==> src/rtl/pcie_pkg.sv <==
// Shared constants and types for the PCIe transaction block arbitration logic.
package pcie_pkg;

  localparam int unsigned NREQ = 4;
  localparam int unsigned WW   = 3;
  localparam logic [WW-1:0] DEF_WEIGHT = 3'd1;

  // Destination field of an ingress FIFO head word.
  localparam int unsigned DEST_HI = 9;
  localparam int unsigned DEST_LO = 8;
  localparam int unsigned DEST_W  = DEST_HI - DEST_LO + 1;

  typedef enum logic {
    ARB   = 1'b0,
    BURST = 1'b1
  } state_t;

  function automatic logic [3:0] onehot4(input logic [1:0] idx);
    return 4'b0001 << idx;
  endfunction

endpackage

==> src/rtl/wrr_arbiter_rr_pick4.sv <==
// Combinational round-robin picker: first set bit of req scanning ptr, ptr+1, ... mod 4.
module rr_pick4 (
  input  logic [3:0] req,
  input  logic [1:0] ptr,
  output logic [1:0] idx,
  output logic       valid
);

  // Rotating priority scan starting at ptr; lowest offset wins.
  always_comb begin
    logic [1:0] cand;
    logic       found;
    idx   = '0;
    found = 1'b0;
    cand  = '0;
    for (int unsigned k = 0; k < 4; k++) begin
      cand = ptr + 2'(k);
      if (!found && req[cand]) begin
        idx   = cand;
        found = 1'b1;
      end
    end
    valid = found;
  end

endmodule

==> src/rtl/wrr_arbiter.sv <==
// Weighted round-robin scheduler from ingress FIFO0-3 to egress FIFO4-7.
// Optional macro WRR_STRICT_PRIO0_EN: FIFO0 gets strict priority and may cut
// other bursts short; the round-robin pointer then rotates among 1..3 only.
module wrr_arbiter
  import pcie_pkg::*;
#(
  parameter int unsigned   NREQ       = pcie_pkg::NREQ,
  parameter int unsigned   WW         = pcie_pkg::WW,
  parameter logic [WW-1:0] DEF_WEIGHT = pcie_pkg::DEF_WEIGHT
) (
  input  logic              clk,
  input  logic              reset,
  input  logic              enable,
  input  logic              cfg_load,
  input  logic [WW-1:0]     weight0,
  input  logic [WW-1:0]     weight1,
  input  logic [WW-1:0]     weight2,
  input  logic [WW-1:0]     weight3,
  input  logic [3:0]        empty,
  input  logic [DEST_W-1:0] head_dest0,
  input  logic [DEST_W-1:0] head_dest1,
  input  logic [DEST_W-1:0] head_dest2,
  input  logic [DEST_W-1:0] head_dest3,
  input  logic [3:0]        afull,
  output logic [3:0]        pop,
  output logic [3:0]        push,
  output logic [1:0]        sel,
  output logic [1:0]        dest,
  output logic              busy
);

  logic [WW-1:0]     weight_q [NREQ];
  logic [DEST_W-1:0] hd [NREQ];
  logic [3:0]        elig;
  logic [3:0]        pick_req;
  logic [1:0]        pick_idx;
  logic              pick_valid;
  logic [1:0]        grant_idx;
  logic              grant_valid;

  state_t        state, state_n;
  logic [1:0]    rr_ptr, rr_ptr_n;
  logic [1:0]    cur, cur_n;
  logic [WW-1:0] cnt, cnt_n;
  logic          done;

  // Head-of-line eligibility: data present and destination not almost full.
  always_comb begin
    hd[0] = head_dest0;
    hd[1] = head_dest1;
    hd[2] = head_dest2;
    hd[3] = head_dest3;
    elig  = '0;
    for (int unsigned i = 0; i < NREQ; i++) begin
      elig[i] = !empty[i] && !afull[hd[i]];
    end
  end

`ifdef WRR_STRICT_PRIO0_EN
  assign pick_req = {elig[3:1], 1'b0};
`else
  assign pick_req = elig;
`endif

  rr_pick4 u_pick (
    .req   (pick_req),
    .ptr   (rr_ptr),
    .idx   (pick_idx),
    .valid (pick_valid)
  );

  // Grant candidate for the ARB state.
  always_comb begin
`ifdef WRR_STRICT_PRIO0_EN
    if (elig[0]) begin
      grant_idx   = 2'd0;
      grant_valid = 1'b1;
    end else begin
      grant_idx   = pick_idx;
      grant_valid = pick_valid;
    end
`else
    grant_idx   = pick_idx;
    grant_valid = pick_valid;
`endif
  end

  // Next-state, burst counting and combinational pop strobe.
  always_comb begin
    state_n  = state;
    rr_ptr_n = rr_ptr;
    cur_n    = cur;
    cnt_n    = cnt;
    pop      = '0;
    done     = 1'b0;
    case (state)
      ARB: begin
        if (enable && grant_valid) begin
          state_n = BURST;
          cur_n   = grant_idx;
          cnt_n   = weight_q[grant_idx];
        end
      end
      BURST: begin
        if (enable && elig[cur]) begin
          pop = onehot4(cur);
        end
        if (|pop && cnt != '0) begin
          cnt_n = cnt - WW'(1);
        end
        done = (|pop && cnt == '0) || !elig[cur] || !enable;
`ifdef WRR_STRICT_PRIO0_EN
        done = done || (cur != 2'd0 && elig[0]);
`endif
        if (done) begin
          state_n = ARB;
`ifdef WRR_STRICT_PRIO0_EN
          if (cur != 2'd0) begin
            rr_ptr_n = (cur == 2'd3) ? 2'd1 : cur + 2'd1;
          end
`else
          rr_ptr_n = cur + 2'd1;
`endif
        end
      end
      default: state_n = ARB;
    endcase
  end

  // Arbitration state register.
  always_ff @(posedge clk) begin
    if (!reset) begin
      state  <= ARB;
      rr_ptr <= '0;
      cur    <= '0;
      cnt    <= '0;
    end else begin
      state  <= state_n;
      rr_ptr <= rr_ptr_n;
      cur    <= cur_n;
      cnt    <= cnt_n;
    end
  end

  // Weight registers; a new load affects only subsequent grants.
  always_ff @(posedge clk) begin
    if (!reset) begin
      for (int unsigned i = 0; i < NREQ; i++) begin
        weight_q[i] <= DEF_WEIGHT;
      end
    end else if (cfg_load) begin
      weight_q[0] <= weight0;
      weight_q[1] <= weight1;
      weight_q[2] <= weight2;
      weight_q[3] <= weight3;
    end
  end

  // Egress push one cycle after each pop; sel/dest hold until the next push.
  always_ff @(posedge clk) begin
    if (!reset) begin
      push <= '0;
      sel  <= '0;
      dest <= '0;
    end else begin
      push <= (|pop) ? onehot4(hd[cur]) : '0;
      if (|pop) begin
        sel  <= cur;
        dest <= hd[cur];
      end
    end
  end

  assign busy = (state == BURST) || (|push);

endmodule

==> config.mk <==
export PLATFORM = sky130hd
export DESIGN_NAME = wrr_arbiter
export DESIGN_NICKNAME = d
export VERILOG_FILES = /design/src/rtl/pcie_pkg.sv /design/src/rtl/wrr_arbiter_rr_pick4.sv /design/src/rtl/wrr_arbiter.sv
export SDC_FILE = /design/constraint.sdc
export NUM_CORES = 1
export LEC_CHECK = 0
export CORE_MARGIN = 2
export CORE_UTILIZATION = 45
export CTS_BUF_LIST = sky130_fd_sc_hd__clkbuf_4 sky130_fd_sc_hd__clkbuf_8
export CTS_CLUSTER_DIAMETER = 60
export DETAILED_ROUTE_END_ITERATION = 6
export PLACE_DENSITY = 0.75
export SYNTH_ARGS = -nofsm -noshare
export SYNTH_HDL_FRONTEND = slang
export SYNTH_SLANG_ARGS = --single-unit
==> constraint.sdc <==
create_clock -name clk -period 5.6 [get_ports clk]
set_input_delay 1.12 -clock clk [delete_from_list [all_inputs] [get_ports clk]]
set_output_delay 1.12 -clock clk [all_outputs]
set_load 0.02 [all_outputs]
==> metrics.csv <==
metric;value;unit
crit_arrival;3520;ps
drtIter0Drc;41;
tns;0;ps
first_pass_iters;4;
drive_above_1_share;13.1;%
cts_made_buffers;3;
synth_area;1680;um^2
wl_per_cell;15.0;um
worstHoldPathType;register to register;
fmaxAchievable;215;MHz
gp_congestion;0.887;
via_per_inst;5.48;
n_antenna_cell;0;
period_share;82.9;%
die_x;65.1;um
vias;1349;
regArea;681;um^2
max-slew-margin-rel;47.8;%
grt_max_degree;28;
area.growth.synth_to_final;31.7;%
synth_cell_types;48;
use_met1;23.6;%
finalHoldViolCount;0;
drv_cap;0;
status;finished clean;
overflow;0;
synth-edff-count;12;
met2_usage;34.1;%
utilization;61.0;%
end_kind;primary output;
ys_seq_area_share;40.5;%
insertion_delay;270;ps
syn-num-nets;192;
setup_viol;0;
dp_hpwl;2970;um
track_usage;19.1;%
ys_warn_count;0;
dieArea;4240;um^2
cts_setup_buffers;0;
fp.coreArea;3630;um^2
multi_input_area;952;um^2
crit_type;input port to primary output;
dieHeight;65.1;um
fill_cells;324;
antenna_found_initial;0;
total_leakage_power;0.000844;uW
htree_levels;1;
grt_pass1_wl;6180;um
numClockSinks;28;
syn_avg_cell_area;10.9;um^2
ios;45;
grt_pass1_vias;1346;
vdd_drop_max;0.129;mV
synth_ff_type;dfxtp_1;
start_util;46.3;%
pwr_density_cell;218;nW/um^2
root_buffer;clkbuf_8;
port-buffer-count;44;
grt_most_used_layer;met2;
path_clk_slew;90;ps
rows;22;
worst_setup_path_start_kind;input port;
critPathRequiredTime;4480;ps
synthArstFlopShare;0;%
ys_ff_latch;28;
period_minus_slack;4640;ps
rsz0062_at_grt;no;
path_max_fanout;4;
drv_slew;0;
fin_skew;3.02;ps
worst_slew_pin_slew;773;ps
postSynthCellCount;154;
clock_path_buffers;2;
routed_wl;3700;um
ctsHoldBuffers;0;
cts-resized-gates;0;
grt_use_met3;3.42;%
cts_tree;yes;
drc;0;
ant_nets;0;
fin_nets;237;
[worst paths after layout]
| path | startpoint | end | slack, ps | cells past startpoint |
|---|---|---|---|---|
| min | sel[0] | sel[0] | 530 | 2 |
| min reg2reg | sel[0] | sel[0] | 530 | 2 |
| max reg2reg | cur[0] | cnt[1] | 3160 | 7 |
| max | head_dest1[0] | pop[2] | 960 | 7 |
[final cells by class]
type	instances	share of cell area, %
inverter	7	1.19
sequential	28	30.7
tap	48	2.71
clock buffer	4	2.49
timing repair buffer	44	19.9
multi-input combinational	115	43.0
[synthesized netlist by cell type (2+ instances only)]
cell      instances  area [um^2]
ha_1              6         75.1
and2_1            4         25.0
nand2_1           9         33.8
edfxtp_1         12          360
inv_1             7         26.3
nor3_1            2         10.0
nor3_2            2         20.0
dfxtp_1          16          320
mux4_2            3         67.6
or2_2             4         25.0
o21ai_0           3         15.0
nand2b_1          3         18.8
nor2b_1           8         50.1
a22oi_1           2         15.0
nor3b_1           2         15.0
a22o_2            2         20.0
and3_1            9         56.3
mux2i_1          17          170
nor4_1            2         12.5
clkbuf_1          3         11.3
nand3_1           2         10.0
nor2_1            8         30.0
mux2_2            3         33.8
[state kept, by name (all words and copies together), names as in the netlist]
register,flops
cur,2
sel,2
state,1
rr_ptr,2
dest,2
push,4
cnt,3
weight_q,12
[cell families after synthesis]
logic type / after synthesis / synth area share, %
buffers and inverters: 11 / 2.90
adder cells (fa/ha/maj): 6 / 4.46
AND/OR/NAND/NOR: 61 / 21.1
AO/OA/AOI/OAI: 24 / 13.3
flip-flops: 28 / 40.5
multiplexers: 24 / 17.7
[report_power, final]
part	leakage, uW	switching [uW]	internal, uW
Clock	0.0000288	59.8	62.9
Sequential	0.000254	10.2	227
Combinational	0.000562	60.6	63.6
[critical path: stages]
cell	delay, ps
clkdlybuf4s50_1	500
mux4_2	560
nor3_2	150
o211ai_2	150
a21oi_1	270
and2_1	180
clkdlybuf4s50_1	600
[per-stage QoR]
stage	total power, uW	setup WS, ps	instances	hold slack [ps]	instance area [um^2]
finish	484	956	246	535	2210
floorplan	318	2100	154	494	1680
global placement	359	1040	242	503	2160
detailed placement	365	953	242	508	2160
CTS	487	952	246	536	2210
global route	508	805	246	567	2210
[cell usage in the layout, fill, tap and decap left out, types with 2 or more instances in the layout]
cell type / instances
clkbuf_8: 4
a22o_2: 2
nand2_1: 9
or2_2: 4
nand2b_1: 3
o21ai_0: 3
nor4_1: 2
nor2_1: 8
nor3_2: 2
inv_1: 7
nor3b_1: 2
ha_1: 6
and3_1: 9
mux4_2: 3
mux2i_1: 17
nor3_1: 2
edfxtp_1: 12
nor2b_1: 8
mux2_2: 3
nand3_1: 2
dfxtp_1: 16
and2_1: 4
clkdlybuf4s50_1: 44
a22oi_1: 2
[per-layer routing]
| layer | wire (um) | share of wire (%) |
|---|---|---|
| met1 | 1610 | 44 |
| met2 | 1930 | 52 |
| met3 | 108 | 2.9 |
| met4 | 42 | 1.1 |
| met5 | 0 | 0 |
(Power assumes the default switching activity.)
